[src/rtl/regfile_param.sv]
// Parameterised two-write/two-read register file with a per-register pending
// scoreboard and a sequential dump engine that streams every register out.
module regfile_param #(
  parameter int DATA_W  = 16,
  parameter int ADDR_W  = 3,
  parameter int R0_ZERO = 0,
  parameter int BYPASS  = 1
) (
  input  logic              clk,
  input  logic              rst_n,
  input  logic [ADDR_W-1:0] ra0,
  input  logic [ADDR_W-1:0] ra1,
  output logic [DATA_W-1:0] rd0,
  output logic [DATA_W-1:0] rd1,
  input  logic              we0,
  input  logic [ADDR_W-1:0] wa0,
  input  logic [DATA_W-1:0] wd0,
  input  logic              we1,
  input  logic [ADDR_W-1:0] wa1,
  input  logic [DATA_W-1:0] wd1,
  input  logic              alloc_en,
  input  logic [ADDR_W-1:0] alloc_a,
  output logic              busy0,
  output logic              busy1,
  input  logic              dump_req,
  output logic              dump_busy,
  output logic              dump_valid,
  output logic              dump_last,
  output logic [ADDR_W-1:0] dump_addr,
  output logic [DATA_W-1:0] dump_data
);

  localparam int DEPTH = 2 ** ADDR_W;

  typedef enum logic {ST_IDLE, ST_DUMP} state_e;

  logic [DATA_W-1:0] regs_q [DEPTH];
  logic [DATA_W-1:0] regs_d [DEPTH];
  logic [DEPTH-1:0]  pend_q, pend_d;
  state_e            state_q, state_d;
  logic [ADDR_W-1:0] ptr_q, ptr_d;
  logic              dump_valid_q, dump_valid_d;
  logic              dump_last_q, dump_last_d;
  logic [ADDR_W-1:0] dump_addr_q, dump_addr_d;
  logic [DATA_W-1:0] dump_data_q, dump_data_d;

  logic we0_eff, we1_eff, alloc_eff;
  logic ra0_zero, ra1_zero;

  assign we0_eff   = we0 && !((R0_ZERO != 0) && (wa0 == '0));
  assign we1_eff   = we1 && !((R0_ZERO != 0) && (wa1 == '0));
  assign alloc_eff = alloc_en && !((R0_ZERO != 0) && (alloc_a == '0));
  assign ra0_zero  = (R0_ZERO != 0) && (ra0 == '0);
  assign ra1_zero  = (R0_ZERO != 0) && (ra1 == '0);

  // Port 1 is applied last so it wins a same-address collision.
  always_comb begin
    regs_d = regs_q;
    if (we0_eff) regs_d[wa0] = wd0;
    if (we1_eff) regs_d[wa1] = wd1;
  end

  // Writes retire a pending entry; an alloc on the same edge re-arms it.
  always_comb begin
    pend_d = pend_q;
    if (we0_eff)   pend_d[wa0]     = 1'b0;
    if (we1_eff)   pend_d[wa1]     = 1'b0;
    if (alloc_eff) pend_d[alloc_a] = 1'b1;
  end

  always_comb begin
    rd0 = regs_q[ra0];
    rd1 = regs_q[ra1];
    if (BYPASS != 0) begin
      if (we1_eff && (wa1 == ra0))      rd0 = wd1;
      else if (we0_eff && (wa0 == ra0)) rd0 = wd0;
      if (we1_eff && (wa1 == ra1))      rd1 = wd1;
      else if (we0_eff && (wa0 == ra1)) rd1 = wd0;
    end
    if (ra0_zero) rd0 = '0;
    if (ra1_zero) rd1 = '0;
  end

  assign busy0 = pend_q[ra0] && !ra0_zero;
  assign busy1 = pend_q[ra1] && !ra1_zero;

  // Handshake: dump_req is a level sampled only in IDLE (ignored while busy);
  // dump_valid has no ready -- one beat per cycle, dump_last marks the final address.
  always_comb begin
    state_d      = state_q;
    ptr_d        = ptr_q;
    dump_valid_d = dump_valid_q;
    dump_last_d  = dump_last_q;
    dump_addr_d  = dump_addr_q;
    dump_data_d  = dump_data_q;
    case (state_q)
      ST_IDLE: begin
        dump_valid_d = 1'b0;
        dump_last_d  = 1'b0;
        if (dump_req) begin
          state_d = ST_DUMP;
          ptr_d   = '0;
        end
      end
      ST_DUMP: begin
        dump_data_d  = regs_q[ptr_q];
        dump_addr_d  = ptr_q;
        dump_valid_d = 1'b1;
        dump_last_d  = &ptr_q;
        ptr_d        = ptr_q + 1'b1;
        if (&ptr_q) state_d = ST_IDLE;
      end
      default: state_d = ST_IDLE;
    endcase
  end

  always_ff @(posedge clk) begin
    if (!rst_n) begin
      for (int i = 0; i < DEPTH; i++) regs_q[i] <= '0;
      pend_q       <= '0;
      state_q      <= ST_IDLE;
      ptr_q        <= '0;
      dump_valid_q <= 1'b0;
      dump_last_q  <= 1'b0;
      dump_addr_q  <= '0;
      dump_data_q  <= '0;
    end else begin
      regs_q       <= regs_d;
      pend_q       <= pend_d;
      state_q      <= state_d;
      ptr_q        <= ptr_d;
      dump_valid_q <= dump_valid_d;
      dump_last_q  <= dump_last_d;
      dump_addr_q  <= dump_addr_d;
      dump_data_q  <= dump_data_d;
    end
  end

  assign dump_busy  = (state_q == ST_DUMP);
  assign dump_valid = dump_valid_q;
  assign dump_last  = dump_last_q;
  assign dump_addr  = dump_addr_q;
  assign dump_data  = dump_data_q;

endmodule

[config.mk]
export PLATFORM = sky130hd
export DESIGN_NAME = regfile_param
export DESIGN_NICKNAME = d
export VERILOG_FILES = /design/src/rtl/regfile_param.sv
export SDC_FILE = /design/constraint.sdc
export NUM_CORES = 1
export LEC_CHECK = 0
export CAP_MARGIN = 15
export CELL_PAD_IN_SITES_DETAIL_PLACEMENT = 1
export CELL_PAD_IN_SITES_GLOBAL_PLACEMENT = 1
export CORE_MARGIN = 2
export CORE_UTILIZATION = 32
export CTS_CLUSTER_SIZE = 30
export DETAILED_ROUTE_END_ITERATION = 7
export PLACE_DENSITY_LB_ADDON = 0.1
export SYNTH_ARGS = -nofsm -noshare
export SYNTH_HDL_FRONTEND = slang
export SYNTH_SLANG_ARGS = --single-unit
[constraint.sdc]
create_clock -name clk -period 2.1 [get_ports clk]
set_input_delay 0.42 -clock clk [delete_from_list [all_inputs] [get_ports clk]]
set_output_delay 0.42 -clock clk [all_outputs]
set_load 0.005 [all_outputs]
* After elaboration in Yosys (flattened, before gate mapping)
Index checks and enable logic that the tools add are counted.
** Word-level totals
- Bits of input ports :: 53
- Bits in registers :: 161
- Word-level logic and storage cells :: 98
- Output and inout bits :: 56
** Cells by class
- Bitwise gates (word level) :: 11
- Multiplexer cells :: 41
- Reduce and logical (&&, ||, !) cells :: 10
- Equal/unequal tests :: 5
- Magnitude comparators :: 15
- Add/subtract/negate cells :: 1
** Operators by type and width (count)
- 128-bit bitwise mux :: 2
- 128-bit two-way mux :: 2
- 16-bit two-way mux :: 12
- 16-bit binary-select mux with 3-bit select :: 3
- 16-bit demux with 3-bit select :: 2
- 8-bit two-way mux :: 3
- 4-bit >= comparator, second input constant :: 5
- 3-bit by 4-bit < comparator with 1-bit output, second input constant :: 5
- 3-bit inverter with 4-bit output :: 5
- 8-bit AND :: 2
- 8-bit inverter :: 2
- 3-bit == test :: 4
- 1-bit demux with 3-bit select :: 3
- 3-bit by 1-bit >= comparator with 1-bit output, second input constant :: 3
- 1-bit logical AND :: 9
- 4-bit by 1-bit < comparator with 1-bit output, second input constant :: 2
- 8-bit OR :: 1
- 1-bit two-way mux :: 7
- 1-bit binary-select mux with 3-bit select :: 2
- 1-bit one-hot mux with 2 select lines :: 3
- 3-bit one-hot mux with 2 select lines :: 1
- 3-bit by 1-bit adder with 3-bit output, second input constant :: 1
- 3-bit two-way mux :: 1
- 3-bit AND reduction :: 1
- 2 further kinds :: 2

* Longest topological paths before layout
- Word-level depth :: 11
- Depth in mapped cells :: 7
- Depth with buffers taken out :: 4

* Worst setup path after synthesis
Ideal clock, no wire load.
- Kind :: input-to-output
- Start :: in ra1[0]
- End :: out rd1[10]
- Required time :: 1.680 ns
- Buffers on the path :: 2
- Arrival time :: 1.702 ns
- Cell stages on the path :: 6
- Slack :: -0.022 ns
- Cell sequence :: buf_6 > buf_6 > mux4_1 > mux2_2 > mux2i_1 > o21ai_1
** Between the ends
- Word-level cells in the longest chain between the ends :: 6
- Elaborated cells on any way between the ends :: 10
- Classes of those cells :: 2 x eq/ne; 5 x mux; 1 x bitwise; 2 x reduce/logical
** Ends and longest elaborated chain
- from (decl) :: RTL line 12 : input logic [ADDR_W-1:0] ra1,
- 3-bit inverter with 4-bit output (implied by the code) :: RTL line 73 : rd1 = regs_q[ra1];
- 16-bit binary-select mux with 3-bit select :: RTL line 73
- 16-bit two-way mux (implied by the code) (2 in a row) :: RTL line 73
- 16-bit two-way mux :: RTL line 78 : else if (we0_eff && (wa0 == ra1)) rd1 = wd0;
- 16-bit two-way mux (*) :: RTL line 77 : if (we1_eff && (wa1 == ra1)) rd1 = wd1;
- to (decl) :: RTL line 14 : output logic [DATA_W-1:0] rd1,
Every way passes the cells marked *; elsewhere a longest branch is shown, timed or not. The select of a mux whose other input is x is not followed.

* Worst setup path in the final report
- Start :: in ra1[0]
- End :: out rd1[4]
The elaborated chain is that of the path after synthesis.

==> results_dict.tcl <==
set metrics [dict create \
    synthAdderAreaFrac 0.00220 \
    crit_type "in2out" \
    globalplace.congestion 0.784 \
    track_usage 0.266 \
    cts_tree "yes" \
    critical_path_peak_fanout 8 \
    synth-compound-area-share 0.156 \
    overflow 0 \
    post-route-period-util 1.19 \
    grt_pass1_vias 10600 \
    initialDrtViolationCount 609 \
    reg2reg_from "ptr_q[1]" \
    yosysWarnings 0 \
    status "complete, but fails checks" \
    crit_arrival_ns 2.08 \
    numPortBuffers 108 \
    synth.distinct_cells 41 \
    required_ns 1.68 \
    start_util 0.322 \
    cp-end-kind "output pin" \
    cellPowerDensity_mw_per_mm2 552 \
    synth_top_area_cell "dfxtp_1" \
    area_growth_pct 42.8 \
    r2r_slack_ns 0.36 \
    syn_nets 1132 \
    hpwlAfterDp_mm 30.7 \
    synth_area_leaders "dfxtp_1, mux2i_1, o211a_1" \
    vias 10200 \
    fin_tns_setup_ns -9.61 \
    hold_ws_ns 0.428 \
    final_antenna_net_count 0 \
    dieHeight_um 193 \
    drv_cap 0 \
    synth.top_cell.area_share 0.283 \
    cts.sinks 161 \
    wl_mm 48.1 \
    rows 69 \
    vdd_drop_max_v 0.000514 \
    synth_top_family_by_area "multiplexers" \
    crit_path_start "ra1[0]" \
    clkLatencyLatePin_ns 0.45 \
    cts_max_level 4 \
    drive_gt1_frac 0.407 \
    worstSetupStartpointType "input pin" \
    numCtsBuffers 17 \
    n_antenna_cell 0 \
    syn_inst 1077 \
    violations "setup timing" \
    r2r_end "dump_data[15]" \
    syn_area_per_cell_um2 10.6 \
    leakage_nw 8.37 \
    total_power_w 0.00896 \
    fmax_mhz 400 \
    antenna_found_initial 0 \
    reg2reg_depth 4 \
    skew_ns 0.00807 \
    clockBufferDepth 2 \
    syn_area_mm2 0.0114 \
    hold_viol 0 \
    setup_slack_ns -0.402 \
    ys_ff_latch 161 \
    path_clk_slew_ns 0.07 \
    synthMuxAreaShare 0.386 \
    die_w_um 193 \
    grt_setup_unrepaired "true" \
    wl_per_cell_um 26.2 \
    hp-class "in2reg" \
    finalSetupViolCount 34 \
    route.detailed.drc 0 \
    fin_nets 1415 \
    dieArea_mm2 0.0371 \
    ys.flop_type "dfxtp_1" \
    place_ws_ns -0.828 \
    synth_edf_count 0 \
    report.final.slew_viol_count 0 \
    grt_max_degree 40 \
    boundaryPins 109 \
    synthSimpleGateAreaFrac 0.0998 \
    synth_xor_area_frac 0.00924 \
    tightest_slew_ns 0.438 \
    async_flop_share 0 \
    vias_per_cell 5.57 \
    max_slew_margin 0.708 \
    drtPass1Iterations 5 \
    cts_root_buf "clkbuf_16" \
    post-route-util 0.460 \
    core_mm2 0.0353 \
    grt_pass1_wl_mm 71.2 \
    period_minus_slack_ns 2.50 \
    yosysSeqAreaShare 0.283 \
    critical_path.endpoint "rd1[4]" \
]
-- state kept, by name, summed over array words and instances, names as in the netlist --
| register | flops |
|---|---|
| ptr_q | 3 |
| regs_q | 128 |
| pend_q | 8 |
| dump_data | 16 |
| dump_valid | 1 |
| dump_last | 1 |
| dump_busy | 1 |
| dump_addr | 3 |
-- worst min path at each step --
stage / from / endpoint / slack, ns / cells past startpoint
5_1_grt: rst_n / regs_q[61] / 0.43 / 2
6_report: rst_n / regs_q[45] / 0.43 / 2
3_3_place_gp: dump_addr[2] / dump_addr[2] / 0.47 / 2
4_1_cts: rst_n / regs_q[45] / 0.41 / 2
2_1_floorplan: pend_q[3] / pend_q[3] / 0.46 / 2
3_5_place_dp: dump_addr[2] / dump_addr[2] / 0.49 / 2
-- layout by cell type, fill, tap and decap left out, types with 12 or more instances in the layout --
cell             instances
o211a_1                129
clkdlybuf4s50_1         60
clkbuf_16               17
buf_2                   33
buf_6                   31
o31a_1                  12
buf_4                  196
mux2_4                  32
nor2b_1                 38
buf_12                  66
mux2i_1                180
dfxtp_1                122
o22ai_1                 16
mux4_2                  87
dfxtp_2                 38
o21ai_1                 27
nand2_1                162
-- worst max-delay path, cell delays in order --
cell     delay (ns)
buf_12         0.08
buf_16         0.16
buf_12         0.14
buf_6          0.09
mux4_2         0.49
mux2_4         0.27
mux2i_2        0.19
o21ai_1        0.08
buf_2          0.12
-- what timing repair did --
item                                    in CTS  in global routing
endpoints found under the setup margin      35                 35
buffers inserted                            55                 16
pin swaps                                   32                 24
resized for setup                          332                 27
gates cloned                                 5                  0
hold buffers                                 0                  0
-- cells by family after synthesis --
| group | count (synthesis) |
|---|---|
| AO/OA/AOI/OAI | 206 |
| XOR/XNOR | 12 |
| adder cells (fa/ha/maj) | 2 |
| buffers and inverters | 143 |
| flip-flops | 161 |
| multiplexers | 308 |
| AND/OR/NAND/NOR | 245 |
-- routing by layer --
| metal | share of wire | up-vias | track usage |
|---|---|---|---|
| met5 | 0 | - | 0 |
| met4 | 0.032 | 0 | 0.0948 |
| met3 | 0.038 | 66 | 0.0376 |
| met2 | 0.48 | 241 | 0.442 |
| met1 | 0.46 | 5299 | 0.353 |
| li1 | - | 4604 | - |
-- per-stage QoR --
step | area (um2) | std cells
final | 16200 | 1832
after global routing | 16200 | 1832
after CTS | 16100 | 1821
after detailed placement | 14700 | 1736
after global placement | 14700 | 1736
after floorplan | 11400 | 1077
-- cells in the mapped netlist (3+ instances only) --
cell type and number:
nor3b_1 3, buf_12 3, nor2_1 6, o22ai_1 16, buf_2 26, mux2i_1 186, nor2b_1 38, nor4bb_1 3
buf_1 14, dfxtp_1 161, nand4_1 3, o31a_1 12, buf_6 6, o211a_1 129, o21ai_0 8, nand4b_1 3
mux4_2 44, clkbuf_1 80, nand2_1 165, a21oi_1 3, a21boi_0 6, o21ai_1 28, mux2_2 34, buf_4 10
nand3_1 12, mux4_1 44, xnor2_1 12
-- power breakdown --
part           leakage, nW  total, W  internal, W  switching [W]
sequential            1.33   0.00334      0.00321       0.000134
combinational         6.75   0.00230      0.00126        0.00104
clock                0.291   0.00333      0.00195        0.00137
total                 8.37   0.00896      0.00642        0.00255
-- area by class of cell --
cell class | instances | area, um2
Sequential cell | 161 | 3270
Multi-Input combinational cell | 773 | 7580
Tap cell | 461 | 577
Clock buffer | 21 | 470
Fill cell | 3776 | 19100
Timing Repair Buffer | 405 | 4190
Inverter | 2 | 7.51
Clock inverter | 9 | 133
Note: power is estimated with default switching activity, not from simulation.
